File: config.mk
export PLATFORM = sky130hd
export DESIGN_NAME = decode_stage
export DESIGN_NICKNAME = d
export VERILOG_FILES = /design/src/rtl/decode_pkg.sv /design/src/rtl/decode_regfile.sv /design/src/rtl/decode_stage.sv
export SDC_FILE = /design/constraint.sdc
export NUM_CORES = 1
export LEC_CHECK = 0
export ABC_CLOCK_PERIOD_IN_PS = 6870
export CAP_MARGIN = 25
export CORE_MARGIN = 2
export CORE_UTILIZATION = 30
export DETAILED_ROUTE_END_ITERATION = 16
export PLACE_DENSITY = 0.54
export SYNTH_ARGS = -nofsm -noshare
export SYNTH_HDL_FRONTEND = slang
export SYNTH_SLANG_ARGS = --single-unit
File: constraint.sdc
create_clock -name clock -period 6.87 [get_ports clock]
set_input_delay 1.0305 -clock clock [delete_from_list [all_inputs] [get_ports clock]]
set_output_delay 1.0305 -clock clock [all_outputs]
set_load 0.02 [all_outputs]
File: src/rtl/decode_pkg.sv
// decode_pkg: opcodes, ALU ops, control-word bit positions and instruction field positions.
// Defining DECODE_WB_BYPASS_EN enables the same-cycle writeback bypass.
`ifndef INSTR_WIDTH
`define INSTR_WIDTH 16
`endif
`ifndef REGISTER_WIDTH
`define REGISTER_WIDTH 16
`endif
`ifndef IMMEDIATE_WIDTH
`define IMMEDIATE_WIDTH 6
`endif
package decode_pkg;
   typedef enum logic [3:0] {
      OP_NOP  = 4'd0,
      OP_ADD  = 4'd1,
      OP_SUB  = 4'd2,
      OP_AND  = 4'd3,
      OP_OR   = 4'd4,
      OP_XOR  = 4'd5,
      OP_ADDI = 4'd6,
      OP_LD   = 4'd7,
      OP_ST   = 4'd8
   } opcode_e;
   typedef enum logic [2:0] {
      ALU_ADD = 3'd0,
      ALU_SUB = 3'd1,
      ALU_AND = 3'd2,
      ALU_OR  = 3'd3,
      ALU_XOR = 3'd4
   } alu_op_e;
   localparam int CTRL_ALU_LSB = 0;
   localparam int CTRL_USE_IMM = 3;
   localparam int CTRL_MEM_RD  = 4;
   localparam int CTRL_MEM_WR  = 5;
   localparam int CTRL_REG_WR  = 6;
   localparam int CTRL_WD      = 7;
   localparam int OP_MSB  = 15;
   localparam int OP_LSB  = 12;
   localparam int RD_LSB  = 9;
   localparam int RS1_LSB = 6;
   localparam int RS2_LSB = 3;
   localparam int IDX_WD  = 3;
`ifdef DECODE_WB_BYPASS_EN
   localparam bit WB_BYPASS = 1'b1;
`else
   localparam bit WB_BYPASS = 1'b0;
`endif
endpackage

File: src/rtl/decode_regfile.sv
// decode_regfile: register file with two read ports, one write port, R0 tied to zero, optional write-to-read bypass.
// Bypass is present only when DECODE_WB_BYPASS_EN is defined.
module decode_regfile
   import decode_pkg::*;
#(
   parameter int reg_wd = 16,
   parameter int nregs  = 8
) (
   input  logic              clock,
   input  logic              reset,
   input  logic              we,
   input  logic [2:0]        wa,
   input  logic [reg_wd-1:0] wd,
   input  logic [2:0]        ra1,
   input  logic [2:0]        ra2,
   output logic [reg_wd-1:0] rd1,
   output logic [reg_wd-1:0] rd2
);
   logic [reg_wd-1:0] mem [nregs];
   // storage: cleared on reset, R0 writes dropped
   always_ff @(posedge clock or posedge reset)
      if (reset)
         for (int i = 0; i < nregs; i++) mem[i] <= '0;
      else if (we && wa != '0)
         mem[wa] <= wd;
   // reads: R0 is zero, otherwise the write data when bypassing a same-cycle write
   always_comb begin
      rd1 = (ra1 == '0) ? '0 : (WB_BYPASS && we && wa == ra1) ? wd : mem[ra1];
      rd2 = (ra2 == '0) ? '0 : (WB_BYPASS && we && wa == ra2) ? wd : mem[ra2];
   end
endmodule

File: src/rtl/decode_stage.sv
// decode_stage: instruction decode with register file read, RAW scoreboard stall and registered Execute interface.
// Defining DECODE_WB_BYPASS_EN lets a same-cycle writeback satisfy a pending source.
module decode_stage
   import decode_pkg::*;
#(
   parameter int instr_wd = `INSTR_WIDTH,
   parameter int reg_wd   = `REGISTER_WIDTH,
   parameter int imm_wd   = `IMMEDIATE_WIDTH,
   parameter int nregs    = 8
) (
   input  logic                clock,
   input  logic                reset,
   input  logic [instr_wd-1:0] instr_in,
   input  logic                instr_valid,
   output logic                stall_out,
   input  logic                wb_en,
   input  logic [2:0]          wb_addr,
   input  logic [reg_wd-1:0]   wb_data,
   output logic                enable_ex,
   output logic [reg_wd-1:0]   src1,
   output logic [reg_wd-1:0]   src2,
   output logic [reg_wd-1:0]   imm,
   output logic [CTRL_WD-1:0]  control_in,
   output logic [2:0]          rd_out
);
   localparam logic [nregs-1:0] ONE = {{(nregs-1){1'b0}}, 1'b1};
   logic [3:0]         op;
   logic [2:0]         rd, rs1, rs2, a2;
   logic               is_r, is_addi, is_ld, is_st, legal, use1, use2, hazard, accept, issue;
   alu_op_e            alu;
   logic [CTRL_WD-1:0] ctrl;
   logic [reg_wd-1:0]  imm_x, rd1, rd2;
   logic [nregs-1:0]   pend, set_m, clr_m, pend_n;
   assign op  = instr_in[OP_MSB:OP_LSB];
   assign rd  = instr_in[RD_LSB +: IDX_WD];
   assign rs1 = instr_in[RS1_LSB +: IDX_WD];
   assign rs2 = instr_in[RS2_LSB +: IDX_WD];
   assign imm_x = {{(reg_wd-imm_wd){instr_in[imm_wd-1]}}, instr_in[imm_wd-1:0]};
   // opcode decode into control word and source-register usage; ST reads rd as store data
   always_comb begin
      is_r    = (op >= OP_ADD) && (op <= OP_XOR);
      is_addi = op == OP_ADDI;
      is_ld   = op == OP_LD;
      is_st   = op == OP_ST;
      legal   = op <= OP_ST;
      alu = (op == OP_SUB) ? ALU_SUB : (op == OP_AND) ? ALU_AND :
            (op == OP_OR)  ? ALU_OR  : (op == OP_XOR) ? ALU_XOR : ALU_ADD;
      ctrl = '0;
      ctrl[CTRL_ALU_LSB +: 3] = is_r ? alu : ALU_ADD;
      ctrl[CTRL_USE_IMM] = is_addi | is_ld | is_st;
      ctrl[CTRL_MEM_RD]  = is_ld;
      ctrl[CTRL_MEM_WR]  = is_st;
      ctrl[CTRL_REG_WR]  = is_r | is_addi | is_ld;
      use1 = is_r | is_addi | is_ld | is_st;
      use2 = is_r | is_st;
      a2   = is_st ? rd : rs2;
   end
   // RAW hazard against the scoreboard and next scoreboard state (set beats clear, R0 never pending)
   always_comb begin
      hazard = (use1 && pend[rs1] && !(WB_BYPASS && wb_en && wb_addr == rs1)) ||
               (use2 && pend[a2]  && !(WB_BYPASS && wb_en && wb_addr == a2));
      stall_out = instr_valid & hazard;
      accept = instr_valid & ~hazard;
      issue  = accept & legal;
      set_m  = (issue && ctrl[CTRL_REG_WR] && rd != '0) ? ONE << rd : '0;
      clr_m  = wb_en ? ONE << wb_addr : '0;
      pend_n = ((pend & ~clr_m) | set_m) & ~ONE;
   end
   decode_regfile #(.reg_wd(reg_wd), .nregs(nregs)) u_rf (
      .clock(clock),
      .reset(reset),
      .we(wb_en),
      .wa(wb_addr),
      .wd(wb_data),
      .ra1(rs1),
      .ra2(a2),
      .rd1(rd1),
      .rd2(rd2)
   );
   // Execute interface: load on issue, otherwise a bubble with operands held
   always_ff @(posedge clock or posedge reset)
      if (reset) begin
         pend       <= '0;
         enable_ex  <= 1'b0;
         control_in <= '0;
         src1       <= '0;
         src2       <= '0;
         imm        <= '0;
         rd_out     <= '0;
      end else begin
         pend       <= pend_n;
         enable_ex  <= issue;
         control_in <= issue ? ctrl : '0;
         if (issue) begin
            src1   <= rd1;
            src2   <= rd2;
            imm    <= imm_x;
            rd_out <= rd;
         end
      end
endmodule

Word-level counts from Yosys, hierarchy flattened

Cells that the tools add are included.

Output and inout port bits: 60
Input port bits: 39
Flip-flop bits (word level): 184
Word-level logic and storage cells: 85

Reduce and logical (&&, ||, !) cells: 12
Muxes and demuxes: 24
Bitwise logic cells: 16
Eq/ne operators: 7
Order comparisons: 9
Shift-type cells: 2

Operator list:

| operator                                                        | number |
|---|---|
| bitwise mux 128 bit                                             | 1 |
| 2-to-1 mux 16 bit                                               | 7 |
| binary-select mux 16 bit (select 3 bit)                         | 2 |
| demux 16 bit (select 3 bit)                                     | 1 |
| 2-to-1 mux 3 bit                                                | 6 |
| equality test 4 x 3 -> 1 bit (second input constant)            | 4 |
| 2-to-1 mux 8 bit                                                | 2 |
| left shift 1 x 3 -> 8 bit (first input constant)                | 2 |
| >= comparator 4 bit (second input constant)                     | 3 |
| NOT 3 -> 4 bit                                                  | 3 |
| AND 8 bit                                                       | 1 |
| equality test 4 x 2 -> 1 bit (second input constant)            | 2 |
| less-than comparator 3 x 4 -> 1 bit (second input constant)     | 2 |
| NOT 8 bit                                                       | 1 |
| OR 8 bit                                                        | 1 |
| logical AND 1 bit                                               | 7 |
| 2-to-1 mux 7 bit                                                | 1 |
| binary-select mux 1 bit (select 3 bit)                          | 2 |
| logical NOT 3 bit                                               | 2 |
| OR 1 bit                                                        | 6 |
| nonzero test 3 bit                                              | 2 |
| equality test 4 bit (second input constant)                     | 1 |
| >= comparator 4 x 1 -> 1 bit (second input constant)            | 1 |
| less-or-equal comparator 4 x 3 -> 1 bit (second input constant) | 1 |
| 6 further kinds                                                 | 9 |

Logic depth before layout (Yosys ltp)

Gate-level depths: netlist of the first run.

Depth after elaboration: 14
Depth in mapped cells: 10
Gate-level depth less buffers: 6

Modules after synthesis

A second synthesis of the first run with hierarchy kept.

Cell total of the unflattened synthesis: 654
Area, all modules: 8,862.2 um^2

By module, submodules not included:

| module         | sequential area each (um^2) | area an instance (um^2) | times used | cells each |
|---|---|---|---|---|
| decode_regfile | 2,802.7                     | 6,219.7                 | 1          | 446 |
| decode_stage   | 1,401.3                     | 2,642.5                 | 1          | 208 |

Least setup slack after synthesis of the first run

No wires, ideal clock.

Path kind: input -> output
Start point: input instr_in[12]
End point: output stall_out
Slack: 3.200 ns
Path buffers: 3
Cell stages on the path: 6
Arrival time: 2.639 ns
Required time: 5.839 ns
Path through: clkbuf_1 -> nor4b_1 -> clkbuf_1 -> clkbuf_1 -> o21ai_0 -> a21oi_1

Longest elaborated chain between the ends: 8
Elaborated cells between the ends (all ways): 17
Those cells by class: order compare: 2; eq/ne: 3; mux: 3; bitwise: 5; reduce/logical: 4

Ends and longest elaborated chain:

| element                                                                                 | RTL line           | text |
|---|---|---|
| start: declaration                                                                      | decode_stage.sv:13 | `input logic [instr_wd-1:0] instr_in,` |
| >= comparator 4 x 1 -> 1 bit or less-or-equal comparator 4 x 3 -> 1 bit (tied branches) | decode_stage.sv:41 | `is_r = (op >= OP_ADD) && (op <= OP_XOR);` |
| logical AND 1 bit                                                                       | decode_stage.sv:41 |  |
| OR 1 bit (3 in series)                                                                  | decode_stage.sv:54 | `use1 = is_r \| is_addi \| is_ld \| is_st;` |
| logical AND 1 bit                                                                       | decode_stage.sv:60 | `hazard = (use1 && pend[rs1] && !(WB_BYPASS && wb_en && wb_addr == rs1)) \|\|` |
| logical OR 1 bit *                                                                      | decode_stage.sv:60 |  |
| AND 1 bit *                                                                             | decode_stage.sv:62 | `stall_out = instr_valid & hazard;` |
| end: declaration                                                                        | decode_stage.sv:15 | `output logic stall_out,` |

Mark *: on every way between the ends. The rest lies on a longest branch, timed or not. The select of a mux whose other input is x is not followed.

Worst setup path after layout of the first run

Start point: input instr_in[13]
End point: output stall_out

Same word-level chain as after synthesis.

==> summary.md, run 1 <==
| Metric | Value |
|---|---|
| Outcome | finished clean |
| Maxcap violations | 0 |
| Fill cell total of the finished layout | 2987 |
| Sw power | around 1.1 mW |
| Htree depth | 4 |
| Switching share of power | 31.08% |
| Ys async rst share | between 90% and 100% |
| Worst R2R Start | pend[2] |
| Placement Rows | 64 |
| Via/cell ratio | between 5 and 6 |
| Syn nets | 840 |
| Final setup fails | 0 |
| Layout area overhead | 21.17% |
| Main flop type after synthesis | dfrtp_1 |
| Critical path type | in2out |
| Clk_skew | 9.337 ps |
| Final WL | 26.29 mm |
| CTS Sinks | 173 |
| Pin count of the biggest net entering global routing | between 70 and 80 |
| GRT Overall Usage | 16.95% |
| Seq/Total Area, Yosys | a little under half |
| Peak VDD IR | 162.0 µV |
| Worst-path clk slew | 70 ps |
| Wire per inst | 20.60 µm |
| Gr ovfl total | 0 |
| Vias in the first global route | 6771 |
| Fmax | 192.5 MHz |
| Mapped Avg Cell Area | 11.45 µm² |
| Power density cells | 310.1 mW/mm² |
| Antenna violations before repair | 1 |
| TritonCTS clock tree | built |
| Max FO, Critical Path | 15 |
| Port bufs | between 90 and 100 |
| Die H | 178.8 µm |
| Max Buffers Root-to-Sink | 2 |
| Die X | between 150 and 200 µm |
| TNS Setup | 0 ps |
| R2r endpoint | src2[0] |
| CP Launch Type | input pin |
| I/O pin total | 99 |
| Critical Path AT | 4170 ps |
| Final Hold Fails | 0 |
| Vias | around 6600 |
| Gpl congestion | 0.7710 |
| Starting DRT DRC Count | 458 |
| Yosys warnings | 0 |
| Worst Hold Class | reg2reg |
| Worst Tran Pin Value | 1056 ps |
| Fin area | 0.01111 mm² |
| Worst hold start | u_rf.mem[112] |
| Commonest non-fill, non-tap cell in the layout | dfrtp_1 |
| # nets final | 906 |
| Hold Path Sink | u_rf.mem[112] |
| Core region area | 0.03035 mm² |
| Layout Utilization | 36.61% |
| Combinational power share | 29.6% |
| Crit end category | output port |
| Internal Power | between 2 and 2.5 mW |
| Reg-to-reg slack, setup | approximately 3900 ps |
| Final period util | 75.63% |
| Minimum clock period after layout | 5196 ps |
| Register bit total from synthesis | around 170 |
| Remaining antenna violation count | 0 |
| Critical Path RT | 5840 ps |
| Hold depth | 0 |
| Slew Limit Fails | 0 |
| Initial Util | 30.21% |
| Most frequent cells in the layout | dfrtp_1, mux2_2, clkdlybuf4s50_1 |
| Pre-antenna DRT Iters | 5 |
| Post-cts sizing count | 0 |
| Hold Buf Count CTS | 0 |
| Synth Instances | 801 |
| R2r worst-path depth | 7 |
| Clock power share | 28.4% |
| Post CTS Setup Buffer Count | 0 |
| Full die area | 0.03198 mm² |
| Root Driver | clkbuf_16 |
| Rel. slew slack | 29.44% |
| Antenna fix cells | 0 |
| Synth unique cells | 52 |
| Placed Area | 0.01053 mm² |
| Share of cells above drive strength 1 | 27.39% |
| Final HPWL DP | around 16 mm |
| Leakage | 4.638 nW |
| Post-synth EDFFs | 0 |
| Residual DRC count | 0 |
| Worst skew pair latency | roughly 440 ps |
| First-pass GRT wire length | between 40 and 50 mm |
| Unrepaired setup endpoints after global routing | no |
| Cell Area, Synth | between 0.009 and 0.01 mm² |
| Sequential power share | 42.0% |
| CTS Buf Count | 17 |
worst max-delay path, stage by stage:
cell,delay (ps)
clkdlybuf4s50_1,660
or4b_1,950
mux2i_4,320
o32ai_1,310
a21o_1,240
a21oi_1,90
clkdlybuf4s50_1,550
layout make-up:
type	count	area, µm²	share of cell area [%]
clock inverters	12	137.6	1.239
flip-flops and latches	173	4329	38.97
multi-input cells	544	4502	40.52
inverters	10	42.54	0.3829
clock buffers	20	446.7	4.021
repair buffers	121	1156	10.41
well taps	396	495.5	4.460
per-stage QoR:
stage / power [mW] / std cells / worst slack, ps / hold slack (ps)
6_report: 3.445 / 1276 / 1674 / 376.2
5_1_grt: 3.630 / 1276 / 1531 / 387.4
4_1_cts: 3.482 / 1276 / 1731 / 378.3
3_5_place_dp: 2.493 / 1244 / 1756 / 363.2
3_3_place_gp: 2.477 / 1244 / 1784 / 361.0
2_1_floorplan: 2.096 / 801 / 1151 / 424.6
registers in the layout, summed over array words and instances, names as in the netlist:
signal / cells
control_in: 7
enable_ex: 1
imm: 6
pend: 7
rd_out: 3
src1: 16
src2: 16
u_rf.mem: 117
worst max-delay path by stage:
stage	end	slack, ps	depth (start not counted)	start
floorplan	control_in[0]	1150	1	reset
global placement	stall_out	1780	7	instr_in[13]
detailed placement	stall_out	1760	7	instr_in[13]
CTS	stall_out	1730	7	instr_in[13]
global route	stall_out	1530	7	instr_in[13]
finish	stall_out	1670	7	instr_in[13]
layer usage:
layer | up-vias | global-route usage, % | share of wire, %
met2 | 212 | 27.00 | 47
met3 | 29 | 3.181 | 5.2
met1 | 3362 | 23.27 | 46
li1 | 3025 | - | -
met4 | 2 | 5.352 | 1.8
met5 | - | 0 | 0.042
cells by family (layout without fill, tap and decap cells):
group	count (synthesis)	count (layout)	synth area share [%]
DFF	173	173	47.22
and+or+nand+nor	188	188	9.539
AOI/OAI and AO/OA	131	131	9.362
muxes	224	224	29.57
buffers and inverters	84	163	4.217
xor gates and xnor gates	1	1	0.09554
Yosys cell counts (6+ instances only):
cell type / count / share of area [%]
a221oi_1: 13 / 1.2
o22ai_1: 8 / 0.55
nor2_1: 41 / 1.7
dfrtp_1: 173 / 47
nor2b_1: 8 / 0.55
o21ai_0: 35 / 1.9
a21oi_1: 37 / 2.0
mux2_2: 141 / 17
nand2_1: 85 / 3.5
inv_1: 9 / 0.37
mux2_4: 20 / 3.3
buf_4: 11 / 0.90
mux2i_1: 44 / 4.8
clkbuf_1: 48 / 2.0
nand2b_1: 9 / 0.61
buf_1: 6 / 0.25
o311a_1: 15 / 1.6
nand3_1: 17 / 0.93
mux4_2: 14 / 3.4
buf_2: 6 / 0.33
power by group through the flow:
stage          logic, mW  registers, mW  clock network [mW]
2_1_floorplan      0.561           1.53                   0
3_3_place_gp        1.02           1.46                   0
3_5_place_dp        1.03           1.46                   0
4_1_cts             1.03           1.45                1.00
5_1_grt             1.10           1.48                1.05
6_report            1.02           1.45               0.977
Power figures use the tool's default switching activity.
==> run 2, diff against run 1 <==
--- a/config.mk
+++ b/config.mk
@@ -5,12 +5,12 @@
 export SDC_FILE = /design/constraint.sdc
 export NUM_CORES = 1
 export LEC_CHECK = 0
-export ABC_CLOCK_PERIOD_IN_PS = 6870
+export ABC_CLOCK_PERIOD_IN_PS = 4500
 export CAP_MARGIN = 25
 export CORE_MARGIN = 2
 export CORE_UTILIZATION = 30
 export DETAILED_ROUTE_END_ITERATION = 16
-export PLACE_DENSITY = 0.54
+export PLACE_DENSITY = 0.55
 export SYNTH_ARGS = -nofsm -noshare
 export SYNTH_HDL_FRONTEND = slang
 export SYNTH_SLANG_ARGS = --single-unit
==> constraint.sdc (replaced) <==
create_clock -name clock -period 4.5 [get_ports clock]
set_input_delay 0.675 -clock clock [delete_from_list [all_inputs] [get_ports clock]]
set_output_delay 0.675 -clock clock [all_outputs]
set_load 0.02 [all_outputs]
==> summary.md, run 2 (synthesized netlist as in run 1, its figures left out) <==
| Metric | Value |
|---|---|
| Final setup fails | 0 |
| Commonest non-fill, non-tap cell in the layout | dfrtp_1 |
| Hold depth | 0 |
| Fill cell total of the finished layout | approximately 2900 |
| Worst-path cell chain | clkdlybuf4s50_1 -> or4b_1 -> mux2i_4 -> o32ai_1 -> a21o_1 -> a21oi_1 -> clkdlybuf4s50_1 |
| Crit end category | output port |
| Crit path buf inv count | 2 |
| Levels on crit path | 7 |
| Critical path's top delay family | buffers and inverters |
| Root Driver | clkbuf_16 |
| Most used cell, CP | clkdlybuf4s50_1 |
| Critical Path RT | 3830 ps |
| Die X | 178.8 µm |
| Critical Path AT | 3220 ps |
| Leakage | between 4 and 5 nW |
| Most frequent cells in the layout | dfrtp_1, mux2_2, clkdlybuf4s50_1 |
| Wire per inst | 20.62 µm |
| Vias | 6796 |
| Antenna violations before repair | 2 |
| R2r worst-path depth | 7 |
| CP Launch Type | input pin |
| Layout area overhead | 22.87% |
| Unrepaired setup endpoints after global routing | no |
| # nets final | 920 |
| Peak VDD IR | 261.5 µV |
| TritonCTS clock tree | built |
| Placed Area | 0.01063 mm² |
| I/O pin total | between 90 and 100 |
| Core region area | roughly 0.03 mm² |
| Worst setup path startpoint | instr_in[13] |
| Outcome | finished clean |
| Area taken by multi-input logic gates | 0.004499 mm² |
| Gpl congestion | 0.7836 |
| Maxcap violations | 0 |
| Slowest stage cell, crit path | or4b_1 |
| Worst Hold Class | reg2reg |
| Slew Limit Fails | 0 |
| Worst R2R Start | pend[6] |
| Reg-to-reg slack, setup | 1850 ps |
| Fmax | 256.9 MHz |
| Starting DRT DRC Count | ~400 |
| Max FO, Critical Path | 6 |
| Die H | approximately 180 µm |
| Reg with most FFs | u_rf.mem |
| Rel. slew slack | 40.76% |
| Via/cell ratio | 5.264 |
| Final Hold Fails | 0 |
| Worst Tran Pin Value | 886.8 ps |
| Share of cells above drive strength 1 | 28.30% |
| Final Power | between 5 and 6 mW |
| Fin area | 0.01127 mm² |
| Max Buffers Root-to-Sink | 2 |
| Post CTS Setup Buffer Count | 0 |
| Final WL | between 20 and 30 mm |
| Gr ovfl total | 0 |
| R2r endpoint | src2[2] |
| Final HPWL DP | between 15 and 20 mm |
| Critical path type | in2out |
| Final period util | 86.51% |
| Port bufs | 98 |
| Worst hold start | u_rf.mem[114] |
| Minimum clock period after layout | roughly 3900 ps |
| Full die area | 0.03198 mm² |
| Residual DRC count | 0 |
| Clk_skew | ~13 ps |
| Htree depth | 4 |
| First-pass GRT wire length | between 40 and 50 mm |
| Remaining antenna violation count | 0 |
| Initial Util | 30.21% |
| Hold Path Sink | u_rf.mem[114] |
| CTS Sinks | 173 |
| Pin count of the biggest net entering global routing | 48 |
| Placement Rows | between 60 and 70 |
| Number of flip-flops under the largest register name | roughly 120 |
| Top Registers | u_rf.mem (117), src1 (16), src2 (16) |
| Worst skew pair latency | 440 ps |
| TNS Setup | 0 ps |
| Power density cells | approximately 480 mW/mm² |
| Register area | about 0.0043 mm² |
| Vias in the first global route | 6778 |
| Post-cts sizing count | 0 |
| Pre-antenna DRT Iters | 5 |
| Critical Path Max Stage Delay | 690 ps |
| Worst-path clk slew | about 60 ps |
| GRT Overall Usage | 17.20% |
| Hold Buf Count CTS | 0 |
| CTS Buf Count | 17 |
[run 2: worst max path at each step]
stage               slack [ps]         to
floorplan                 1540  stall_out
global placement           630  stall_out
detailed placement         620  stall_out
CTS                        600  stall_out
global route               480  stall_out
finish                     610  stall_out
[run 2: per-layer routing]
| layer | vias up | track usage (%) | routed length [µm] |
|---|---|---|---|
| met5 | - | 0 | 13 |
| met4 | 2 | 5.183 | 401 |
| met1 | 3489 | 24.32 | 12390 |
| li1 | 3057 | - | - |
| met3 | 35 | 3.223 | 1463 |
| met2 | 213 | 26.70 | 12340 |
[run 2: layout make-up]
| type | instances | area share (%) |
|---|---|---|
| diodes | 1 | 0.02221 |
| clock buffers | 23 | 4.243 |
| clock inverters | 9 | 1.410 |
| inverters | 10 | 0.3665 |
| multi-input cells | 544 | 39.94 |
| flip-flops and latches | 173 | 38.43 |
| well taps | 396 | 4.398 |
| repair buffers | 135 | 11.20 |
[run 2: power by group]
part           total [mW]  switching [mW]  internal, mW  leakage [nW]
Sequential           2.21           0.275          1.93          2.11
Combinational        1.57           0.707         0.862          2.31
Clock                1.62           0.644         0.977         0.308
Total                5.40            1.63          3.77          4.73
[run 2: stage by stage]
stage	setup WS [ps]	hold slack (ps)	cells	util, %
6_report	607.1	376.2	1291	37.12
4_1_cts	604.7	378.4	1290	37.11
3_3_place_gp	631.9	363.8	1258	35.01
5_1_grt	477.9	386.6	1291	37.12
3_5_place_dp	617.6	363.5	1258	35.01
2_1_floorplan	1541	424.6	801	-
